**src/rtl/scan_ctrl_pkg.sv**
```systemverilog
// rtl/scan_ctrl_pkg.sv - shared constants and FSM encoding for the display scanner
// Contents: segment patterns (bit7=a .. bit1=g, bit0=dp), dash pattern,
// digit count, and the scan FSM state type.
package scan_ctrl_pkg;

    localparam int DIGITS = 6;

    localparam logic [7:0] SEG_0    = 8'b1111_1100;
    localparam logic [7:0] SEG_1    = 8'b0110_0000;
    localparam logic [7:0] SEG_2    = 8'b1101_1010;
    localparam logic [7:0] SEG_3    = 8'b1111_0010;
    localparam logic [7:0] SEG_4    = 8'b0110_0110;
    localparam logic [7:0] SEG_5    = 8'b1011_0110;
    localparam logic [7:0] SEG_6    = 8'b1011_1110;
    localparam logic [7:0] SEG_7    = 8'b1110_0000;
    localparam logic [7:0] SEG_8    = 8'b1111_1110;
    localparam logic [7:0] SEG_9    = 8'b1111_0110;
    localparam logic [7:0] SEG_DASH = 8'b0000_0010;
    localparam logic [7:0] SEG_OFF  = 8'b0000_0000;

    typedef enum logic [1:0] {
        ST_IDLE  = 2'd0,
        ST_BLANK = 2'd1,
        ST_LOAD  = 2'd2,
        ST_SHOW  = 2'd3
    } state_t;

endpackage

```
**src/rtl/scan_ctrl_if.sv**
```systemverilog
// rtl/scan_ctrl_if.sv - time inputs, scan controls and segment/digit drive bundle
// slave modport (scanner): inputs Tick_ms, Scan_en, Hour, Minute, Second,
// Set_mode, Blink_phase, Colon_en; outputs Duan, Wei, Frame_start.
// master modport is the mirror image for the driving side.
interface scan_ctrl_if;
    logic       Tick_ms;
    logic       Scan_en;
    logic [5:0] Hour;
    logic [5:0] Minute;
    logic [5:0] Second;
    logic [1:0] Set_mode;
    logic       Blink_phase;
    logic       Colon_en;
    logic [7:0] Duan;
    logic [5:0] Wei;
    logic       Frame_start;

    modport slave (
        input  Tick_ms, Scan_en, Hour, Minute, Second,
        input  Set_mode, Blink_phase, Colon_en,
        output Duan, Wei, Frame_start
    );

    modport master (
        output Tick_ms, Scan_en, Hour, Minute, Second,
        output Set_mode, Blink_phase, Colon_en,
        input  Duan, Wei, Frame_start
    );
endinterface

```
**src/rtl/scan_ctrl_seg_decode.sv**
```systemverilog
// rtl/scan_ctrl_seg_decode.sv - BCD nibble to 7-segment pattern decoder
// Ports: i_val (4-bit digit value), o_seg (8-bit pattern, dp always 0).
// Codes 10..15 decode to all segments off.
module seg_decode
    import scan_ctrl_pkg::*;
(
    input  logic [3:0] i_val,
    output logic [7:0] o_seg
);

    always_comb begin
        case (i_val)
            4'd0:    o_seg = SEG_0;
            4'd1:    o_seg = SEG_1;
            4'd2:    o_seg = SEG_2;
            4'd3:    o_seg = SEG_3;
            4'd4:    o_seg = SEG_4;
            4'd5:    o_seg = SEG_5;
            4'd6:    o_seg = SEG_6;
            4'd7:    o_seg = SEG_7;
            4'd8:    o_seg = SEG_8;
            4'd9:    o_seg = SEG_9;
            default: o_seg = SEG_OFF;
        endcase
    end

endmodule

```
**src/rtl/scan_ctrl.sv**
```systemverilog
// rtl/scan_ctrl.sv - 6-digit multiplexed 7-segment scan controller
// Ports: Clk, Rst_n (async active-low), bus (scan_ctrl_if.slave: time fields,
// Tick_ms scan strobe, Scan_en, blink/colon controls; Duan segments,
// Wei one-hot digit select, Frame_start pulse).
module scan_ctrl #(
    parameter int DIGITS = scan_ctrl_pkg::DIGITS
) (
    input  logic       Clk,
    input  logic       Rst_n,
    scan_ctrl_if.slave bus
);
    import scan_ctrl_pkg::*;

    localparam logic [2:0] LAST_DIGIT = 3'(DIGITS - 1);

    state_t     r_state, w_state_nxt;
    logic [2:0] r_digit, w_digit_nxt;
    logic [5:0] r_hour, r_min, r_sec;
    logic       w_snap;
    logic [7:0] r_duan, w_duan_nxt;
    logic [5:0] r_wei, w_wei_nxt;
    logic       r_frame_start, w_frame_start_nxt;

    logic [5:0] w_val;
    logic [3:0] w_tens, w_ones, w_nib;
    logic [7:0] w_seg, w_load_duan;
    logic [2:0] w_digit_inc;
    logic       w_dp, w_dark;

    // Digit pairs map to fields: 0,1 seconds; 2,3 minutes; 4,5 hours.
    always_comb begin
        case (r_digit[2:1])
            2'd0:    w_val = r_sec;
            2'd1:    w_val = r_min;
            default: w_val = r_hour;
        endcase
    end

    assign w_tens = 4'(w_val / 6'd10);
    assign w_ones = 4'(w_val % 6'd10);
    assign w_nib  = r_digit[0] ? w_tens : w_ones;

    seg_decode u_seg_decode (
        .i_val (w_nib),
        .o_seg (w_seg)
    );

    // Set_mode 3/2/1 selects seconds/minutes/hours, i.e. field index 3 - mode.
    assign w_dp   = bus.Colon_en && (r_digit == 3'd2 || r_digit == 3'd4);
    assign w_dark = bus.Blink_phase && (bus.Set_mode != 2'd0)
                    && (bus.Set_mode == (2'd3 - r_digit[2:1]));
    assign w_load_duan = w_dark ? SEG_OFF
                       : (((w_val > 6'd59) ? SEG_DASH : w_seg) | {7'd0, w_dp});

    assign w_digit_inc = (r_digit == LAST_DIGIT) ? 3'd0 : r_digit + 3'd1;

    // Outputs are registered from the state being left: SHOW keeps the
    // digit lit through the tick edge, BLANK produces the single dark cycle.
    always_comb begin
        w_state_nxt       = r_state;
        w_digit_nxt       = r_digit;
        w_snap            = 1'b0;
        w_duan_nxt        = r_duan;
        w_wei_nxt         = r_wei;
        w_frame_start_nxt = 1'b0;
        if (!bus.Scan_en) begin
            w_state_nxt = ST_IDLE;
            w_digit_nxt = 3'd0;
            w_duan_nxt  = SEG_OFF;
            w_wei_nxt   = 6'd0;
        end else begin
            case (r_state)
                ST_IDLE: begin
                    w_duan_nxt = SEG_OFF;
                    w_wei_nxt  = 6'd0;
                    if (bus.Tick_ms) begin
                        w_state_nxt = ST_LOAD;
                        w_digit_nxt = 3'd0;
                        w_snap      = 1'b1;
                    end
                end
                ST_SHOW: begin
                    if (bus.Tick_ms) begin
                        w_state_nxt = ST_BLANK;
                    end
                end
                ST_BLANK: begin
                    w_state_nxt = ST_LOAD;
                    w_digit_nxt = w_digit_inc;
                    w_snap      = (w_digit_inc == 3'd0);
                    w_duan_nxt  = SEG_OFF;
                    w_wei_nxt   = 6'd0;
                end
                ST_LOAD: begin
                    w_state_nxt       = ST_SHOW;
                    w_duan_nxt        = w_load_duan;
                    w_wei_nxt         = 6'd1 << r_digit;
                    w_frame_start_nxt = (r_digit == 3'd0);
                end
                default: begin
                    w_state_nxt = ST_IDLE;
                end
            endcase
        end
    end

    always_ff @(posedge Clk or negedge Rst_n) begin
        if (!Rst_n) begin
            r_state       <= ST_IDLE;
            r_digit       <= 3'd0;
            r_hour        <= 6'd0;
            r_min         <= 6'd0;
            r_sec         <= 6'd0;
            r_duan        <= SEG_OFF;
            r_wei         <= 6'd0;
            r_frame_start <= 1'b0;
        end else begin
            r_state       <= w_state_nxt;
            r_digit       <= w_digit_nxt;
            r_duan        <= w_duan_nxt;
            r_wei         <= w_wei_nxt;
            r_frame_start <= w_frame_start_nxt;
            if (w_snap) begin
                r_hour <= bus.Hour;
                r_min  <= bus.Minute;
                r_sec  <= bus.Second;
            end
        end
    end

    assign bus.Duan        = r_duan;
    assign bus.Wei         = r_wei;
    assign bus.Frame_start = r_frame_start;

endmodule

```
**src/flat_wrapper.sv**
```systemverilog
// flat-port wrapper written by rule: the top's interface ports become plain ports
module scan_ctrl_flat import scan_ctrl_pkg::*;
#(
    parameter int DIGITS = scan_ctrl_pkg::DIGITS
)
  (Clk, Rst_n, bus_Tick_ms, bus_Scan_en, bus_Hour, bus_Minute, bus_Second, bus_Set_mode, bus_Blink_phase, bus_Colon_en, bus_Duan, bus_Wei, bus_Frame_start);
  scan_ctrl_if bus_i ();
  input  logic Clk;
  input  logic Rst_n;
  input wire logic [$bits(bus_i.Tick_ms)-1:0] bus_Tick_ms;
  input wire logic [$bits(bus_i.Scan_en)-1:0] bus_Scan_en;
  input wire logic [$bits(bus_i.Hour)-1:0] bus_Hour;
  input wire logic [$bits(bus_i.Minute)-1:0] bus_Minute;
  input wire logic [$bits(bus_i.Second)-1:0] bus_Second;
  input wire logic [$bits(bus_i.Set_mode)-1:0] bus_Set_mode;
  input wire logic [$bits(bus_i.Blink_phase)-1:0] bus_Blink_phase;
  input wire logic [$bits(bus_i.Colon_en)-1:0] bus_Colon_en;
  output wire logic [$bits(bus_i.Duan)-1:0] bus_Duan;
  output wire logic [$bits(bus_i.Wei)-1:0] bus_Wei;
  output wire logic [$bits(bus_i.Frame_start)-1:0] bus_Frame_start;
  assign bus_i.Tick_ms = bus_Tick_ms;
  assign bus_i.Scan_en = bus_Scan_en;
  assign bus_i.Hour = bus_Hour;
  assign bus_i.Minute = bus_Minute;
  assign bus_i.Second = bus_Second;
  assign bus_i.Set_mode = bus_Set_mode;
  assign bus_i.Blink_phase = bus_Blink_phase;
  assign bus_i.Colon_en = bus_Colon_en;
  assign bus_Duan = bus_i.Duan;
  assign bus_Wei = bus_i.Wei;
  assign bus_Frame_start = bus_i.Frame_start;
  scan_ctrl #(.DIGITS(DIGITS)) u_core (.Clk(Clk), .Rst_n(Rst_n), .bus(bus_i));
endmodule
```
**config.mk**
```make
export PLATFORM = sky130hd
export DESIGN_NAME = scan_ctrl_flat
export DESIGN_NICKNAME = d
export VERILOG_FILES = /design/src/rtl/scan_ctrl_pkg.sv /design/src/rtl/scan_ctrl_if.sv /design/src/rtl/scan_ctrl_seg_decode.sv /design/src/rtl/scan_ctrl.sv /design/src/flat_wrapper.sv
export SDC_FILE = /design/constraint.sdc
export NUM_CORES = 1
export LEC_CHECK = 0
export CAP_MARGIN = 20
export CORE_MARGIN = 8
export CORE_UTILIZATION = 34
export CTS_BUF_LIST = sky130_fd_sc_hd__clkbuf_8 sky130_fd_sc_hd__clkbuf_16
export DETAILED_ROUTE_END_ITERATION = 10
export PLACE_DENSITY_LB_ADDON = 0.3
export SETUP_SLACK_MARGIN = 0.05
export SKIP_LAST_GASP = 1
export SYNTH_ARGS = -nofsm -noshare
export SYNTH_HDL_FRONTEND = slang
export SYNTH_SLANG_ARGS = --single-unit
```
**constraint.sdc**
```tcl
create_clock -name Clk -period 10 [get_ports Clk]
set_clock_uncertainty 0.15 [all_clocks]
set_input_delay 1.5 -clock Clk [delete_from_list [all_inputs] [get_ports Clk]]
set_output_delay 1.5 -clock Clk [all_outputs]
set_load 0.01 [all_outputs]
```
==> run summary, run 1 <==
Outcome - finished, final reports clean
Crit path max-delay cell type - dfrtp_1
Critical path data arrival time - 4.27 ns
Hold Violations, Final - 0
Max clock buf depth - 2
Fraction of the mapped netlist area in simple logic gates - 15.6%
Initial antenna violation count - 0
Ys flop type - dfrtp_1
Finished Layout Cells - 342
N_diodes - 0
Synth Register Bits - 38
Tmin final - 4.20 ns
Initial Util - 34.5%
Routed vias/inst - 5.34
Tot GR Track Use - 11.0%
Dpl hpwl - 3750 µm
Drt drc - 0
R2r startpoint - u_core.r_digit[1]
Multiplexer area fraction after synthesis - 14.4%
Measured slew at the worst slew-check pin - 0.855 ns
Main combinational cell family by area after synthesis - compound AO/OA/AOI/OAI gates
Synthesis Warnings - 0
Core area - 0.00664 mm²
Highest Clock Rate - 238 MHz
Endpoint type of the worst setup path - flop
Wire per inst - 14.6 µm
Synth async-reset ratio - 100%
Chip width - 98.1 µm
Clk sinks - 38
Required time worst endpoint - 10.07 ns
Final Max Tran Viols - 0
Worst min path class - flop to flop
Register-to-register setup slack - 5.80 ns
Share of layout cells above drive strength 1 - 17.2%
Vias in the first global route - 1916
Synth Net Count - 258
Crit path largest cell delay - 0.76 ns
Synth Instances - 224
Post_cts resized - 0
R2R cell count - 16
Setup crit start kind - flop
Number of max-cap violations - 0
Peak VDD IR - 88.7 µV
Reg-to-reg critical path endpoint - u_core.bus.Duan[3]
Final TNS setup - 0 ns
Leak pwr - 1.20 nW
RD Place Congestion - 0.837
Routed WL - 4980 µm
Layout area overhead - 25.4%
Final setup viols - 0
H-Tree Level Count - 2
I/O Pins - 41
TritonRoute pass-1 iters - 4
Synth Cell Area - 0.00229 mm²
Die Area - 0.00962 mm²
Design Power - 0.587 mW
Die height - 98.1 µm
Largest net degree at the start of global routing - 39
Hold Startpoint - u_core.bus.Duan[7]
Post-CTS Setup Inserts - 0
Placed Cells - 334
Reg clk slew, reported paths - 0.08 ns
Number of synthesized flops with an enable pin - 0
Total CTS buffers - 5
Global-route wire length before repair - 8890 µm
Adder and majority gate portion of the synthesized area - 4.81%
CTS root buf - clkbuf_8
Worst hold slack - 0.334 ns
Syn Area/Cell - 10.2 µm²
Hold-fix buffer count after cts - 0
Core Rows - 30
Post-synthesis compound-gate area fraction - 19.5%
First-iteration detailed-routing DRC count - 132
Hold path cells - 2
Setup Crit Path Kind - flop to flop
Final ANT Viol Nets - 0
Grt ovf - 0
IO buf count - 40
CTS tree - built
PD cells - 205 mW/mm²
Seq/Total Area, Yosys - 41.5%
Synth unique cells - 62
Tcrit/Tclk final - 42.0%
Final nets - 295
Clock latency on the worst-skew pair - 0.29 ns
Critical Path, Cell by Cell - mux2i_1 -> o21ai_4 -> nor2_1 -> a21oi_1 -> ha_1 -> o211ai_1 -> o21ai_1 -> a211oi_2 -> nor2_1 -> a221oi_1 -> nand2_1 -> inv_1 -> ha_1 -> a21bo_1 -> mux2_4 -> o211ai_2
Crit Path Max Fanout - 16
Vias - 1825
Sink of the worst hold path - u_core.bus.Duan[7]
RSZ-0062 raised after global routing - no
Slew headroom - 43.0%
XOR/XNOR Fraction of Synth Area - 0.765%
synthesized netlist by cell type, types with 2 or more instances:
cell type	number	share of area, %
and3_1	6	1.6
nand3_1	3	0.66
o211ai_1	4	1.3
inv_1	7	1.1
o31ai_1	4	1.3
xor2_1	2	0.77
a211oi_1	2	0.66
nor4_1	2	0.55
nand2_1	27	4.4
nand4_1	2	0.55
nor2_1	17	2.8
or3_1	4	1.1
dfrtp_1	38	42
a21oi_1	6	1.3
a211o_1	2	0.77
ha_1	8	4.4
clkbuf_1	5	0.82
buf_2	2	0.44
o21ai_2	2	0.77
nor3_1	2	0.44
mux2i_1	9	3.9
mux2_2	18	8.9
o21a_1	2	0.66
o21ai_0	11	2.4
and2_1	2	0.55
cell usage in the layout, fill, tap and decap left out, types with 5 or more instances in the layout:
cell / count
a21oi_1: 6
and3_1: 6
clkbuf_8: 5
clkdlybuf4s50_1: 39
dfrtp_1: 38
ha_1: 8
inv_1: 7
mux2_2: 18
mux2i_1: 9
nand2_1: 27
nor2_1: 17
o21ai_0: 11
final cells by class:
| class | count | area [µm²] |
|---|---|---|
| inverter | 7 | 26.3 |
| multi-input combinational | 169 | 1260 |
| fill | 652 | 3770 |
| clock buffer | 5 | 68.8 |
| timing repair buffer | 40 | 395 |
| tap | 80 | 100 |
| sequential | 38 | 951 |
| clock inverter | 3 | 68.8 |
flip-flops by register name, indices dropped and copies added (netlist names):
signal,flops
u_core.bus.Wei,6
u_core.r_sec,6
u_core.bus.Frame_start,1
u_core.r_min,6
u_core.r_state,2
u_core.r_hour,6
u_core.bus.Duan,8
u_core.r_digit,3
routing by layer:
layer | vias to the layer above | track usage [%] | wire length (µm)
li1 | 890 | - | -
met1 | 893 | 13.5 | 2270
met2 | 36 | 18.1 | 2440
met3 | 6 | 2.42 | 191
met4 | 0 | 4.56 | 81
met5 | - | 0 | 0
per-stage QoR:
stage | utilization (%) | cell area [µm²] | setup slack [ns]
after detailed placement | 41.1 | 2730 | 5.81
after global routing | 43.2 | 2870 | 5.37
after global placement | 41.1 | 2730 | 5.99
after floorplan | - | 2290 | 6.52
after CTS | 43.2 | 2870 | 5.78
final | 43.2 | 2870 | 5.80
worst max path at each step:
stage                                 start                 end  slack [ns]
after floorplan           u_core.r_digit[1]  u_core.bus.Duan[3]        6.52
after global placement    u_core.r_digit[1]  u_core.bus.Duan[3]        5.99
after detailed placement  u_core.r_digit[1]  u_core.bus.Duan[3]        5.81
after CTS                 u_core.r_digit[1]  u_core.bus.Duan[3]        5.78
after global routing      u_core.r_digit[1]  u_core.bus.Duan[3]        5.37
final                     u_core.r_digit[1]  u_core.bus.Duan[3]        5.80
where the power goes:
group	internal (mW)	switching [mW]
sequential	0.179	0.0153
combinational	0.113	0.122
clock	0.0999	0.0571
critical path, delay by kind of cell, from the launching register on:
family	cells	cell delay [ns]
mux	2	0.63
compound gates	8	1.50
simple gates	3	0.60
flops	1	0.76
buf+inv	1	0.13
fa+ha+maj	2	0.35
cell families after synthesis:
family	count (synthesis)
XOR/XNOR	2
multiplexers	29
AO/OA/AOI/OAI	56
AND/OR/NAND/NOR	73
buffers and inverters	17
adder cells (fa/ha/maj)	9
flip-flops	38
No activity file was read; power rests on OpenSTA's default activity.
==> run 2, diff against run 1 <==
==> constraint.sdc (replaced) <==
create_clock -name Clk -period 3.5 [get_ports Clk]
set_clock_uncertainty 0.15 [all_clocks]
set_input_delay 0.525 -clock Clk [delete_from_list [all_inputs] [get_ports Clk]]
set_output_delay 0.525 -clock Clk [all_outputs]
set_load 0.01 [all_outputs]
==> run 2 against run 1 <==
  * Critical path type unchanged
  * Non-clock buffer count up 23
  * Cell count is 6.7% higher
  * Power rose to 3.2 times the previous value
  * Largest power group unchanged
  * Via count is 3.7% higher
  * Combinational power grew to 4.0 times the previous value
  * Maximum frequency up 24%
  * Cell area up 11%
  * Sequential power grew to 2.9 times the previous value
==> run summary, run 2 (synthesis results as in run 1) <==
Outcome - finished, final reports clean (unchanged)
Placed Cells - 346 (was 334)
H-Tree Level Count - 2 (unchanged)
Routed vias/inst - 5.19 (was 5.34)
Tmin final - 3.38 ns (was 4.20 ns)
Total CTS buffers - 5 (unchanged)
Finished Layout Cells - 365 (was 342)
Setup crit start kind - flop (unchanged)
Slew headroom - 45.1% (was 43.0%)
Final nets - 318 (was 295)
Fillers - 619 (was 652)
Wire per inst - 15.5 µm (was 14.6 µm)
Hold Violations, Final - 0 (unchanged)
Reg area - 953 µm² (was 951 µm²)
Highest Clock Rate - 296 MHz (was 238 MHz)
TritonRoute pass-1 iters - 4 (unchanged)
Setup Crit Path Kind - flop to flop (unchanged)
Vias in the first global route - 1946 (was 1916)
Grt ovf - 0 (unchanged)
Core Rows - 30 (unchanged)
RD Place Congestion - 0.885 (was 0.837)
Final setup viols - 0 (unchanged)
Reg clk slew, reported paths - 0.08 ns (about the same)
Global-route wire length before repair - 9180 µm (was 8890 µm)
Most common cell after layout, fill and taps aside - clkdlybuf4s50_1 (unchanged)
Worst min path class - input port to async pin (was flop to flop)
Post-route cell area - 0.00318 mm² (was 0.00287 mm²)
Vias - 1893 (was 1825)
Die Area - 0.00962 mm² (unchanged)
Max FFs per register - 8 (unchanged)
Multi-input logic area - 0.00140 mm² (was 0.00126 mm²)
Endpoint type of the worst setup path - flop (unchanged)
Peak VDD IR - 242 µV (was 88.7 µV)
Placed cell area - 0.00283 mm² (was 0.00273 mm²)
I/O Pins - 41 (unchanged)
RSZ-0062 raised after global routing - yes (was no)
Critical path data arrival time - 3.46 ns (was 4.27 ns)
Clk sinks - 38 (unchanged)
Leak pwr - 1.33 nW (was 1.20 nW)
Final ANT Viol Nets - 0 (unchanged)
CTS tree - built (unchanged)
Die height - 98.1 µm (unchanged)
Dpl hpwl - 3930 µm (was 3750 µm)
First-iteration detailed-routing DRC count - 125 (was 132)
PD cells - 589 mW/mm² (was 205 mW/mm²)
Final Max Tran Viols - 0 (unchanged)
IO buf count - 40 (unchanged)
Leading cell types in the layout, fill and taps excluded - clkdlybuf4s50_1, dfrtp_1, nand2_1 (unchanged)
Clock latency on the worst-skew pair - 0.29 ns (about the same)
Max clock buf depth - 2 (unchanged)
Tot GR Track Use - 11.6% (was 11.0%)
Drt drc - 0 (unchanged)
Initial Util - 34.5% (unchanged)
Core area - 0.00664 mm² (unchanged)
Largest net degree at the start of global routing - 39 (unchanged)
Tcrit/Tclk final - 96.7% (was 42.0%)
Layout area overhead - 38.7% (was 25.4%)
Share of layout cells above drive strength 1 - 31.9% (was 17.2%)
N_diodes - 0 (unchanged)
Crit Path Max Fanout - 5 (was 16)
Required time worst endpoint - 3.57 ns (was 10.07 ns)
CTS root buf - clkbuf_8 (unchanged)
Measured slew at the worst slew-check pin - 0.824 ns (was 0.855 ns)
Initial antenna violation count - 0 (unchanged)
Chip width - 98.1 µm (unchanged)
Routed WL - 5650 µm (was 4980 µm)
Number of max-cap violations - 0 (unchanged)
-- run 2: final cells by class --
class	instances	area share (%)
multi-input combinational	169	43.9
sequential	38	30.0
timing repair buffer	63	18.6
tap	80	3.15
clock buffer	5	2.17
clock inverter	3	1.26
inverter	7	0.827
-- run 2: stage by stage --
step           util, %  setup TNS (ns)  hold WS, ns  setup WS [ns]  power (mW)
3_5_place_dp      42.5               0        0.320         0.0725        1.29
3_3_place_gp      42.5               0        0.313          0.135        1.28
2_1_floorplan        -               0       0.0794         0.0836        1.05
5_1_grt           47.8          -0.104        0.252        -0.0917        1.99
6_report          47.8               0        0.173          0.116        1.87
4_1_cts           44.6               0        0.213         0.0567        1.69
-- run 2: layer usage --
layer | global-route usage [%] | part of all wire (%) | routed length [µm]
met3 | 2.42 | 2.1 | 120
met5 | 0 | 0 | 0
met2 | 19.4 | 52 | 2910
met4 | 4.92 | 1.8 | 99
met1 | 14.2 | 45 | 2520
-- run 2: final timing paths --
| check | end | from | depth (start not counted) | slack [ns] |
|---|---|---|---|---|
| max | u_core.bus.Duan[3] | u_core.r_digit[1] | 15 | 0.12 |
| min | u_core.r_sec[3] | Rst_n | 1 | 0.17 |
| max reg2reg | u_core.bus.Duan[3] | u_core.r_digit[1] | 15 | 0.12 |
| min reg2reg | u_core.bus.Wei[0] | u_core.bus.Wei[0] | 1 | 0.33 |
| max in group asynchronous | u_core.r_digit[2] | Rst_n | 1 | 2.46 |
| min in group Clk | u_core.bus.Wei[0] | u_core.bus.Wei[0] | 1 | 0.33 |
-- run 2: worst max-delay path, stage by stage (launching register included) --
cell and delay, ns:
dfrtp_2 0.42, mux2i_2 0.24, o21a_2 0.24, and2_4 0.18
a21oi_4 0.04, ha_1 0.20, or4_1 0.54, o211a_4 0.19
buf_12 0.13, o2111ai_2 0.08, nand2_2 0.10, inv_2 0.09
ha_4 0.12, a21bo_1 0.20, mux2_4 0.27, o211ai_2 0.13
-- run 2: timing repair --
action | CTS | global route
setup endpoints to repair | 1 | 7
hold buffers | 0 | 0
setup buffers | 2 | 9
gates resized for setup | 2 | 33
gates cloned | 0 | 0
pin swaps | 1 | 10
-- run 2: report_power, final --
part	switching, mW	leakage (nW)	internal, mW
sequential	0.0524	0.481	0.512
clock	0.163	0.0579	0.210
combinational	0.443	0.790	0.490
total	0.658	1.33	1.21
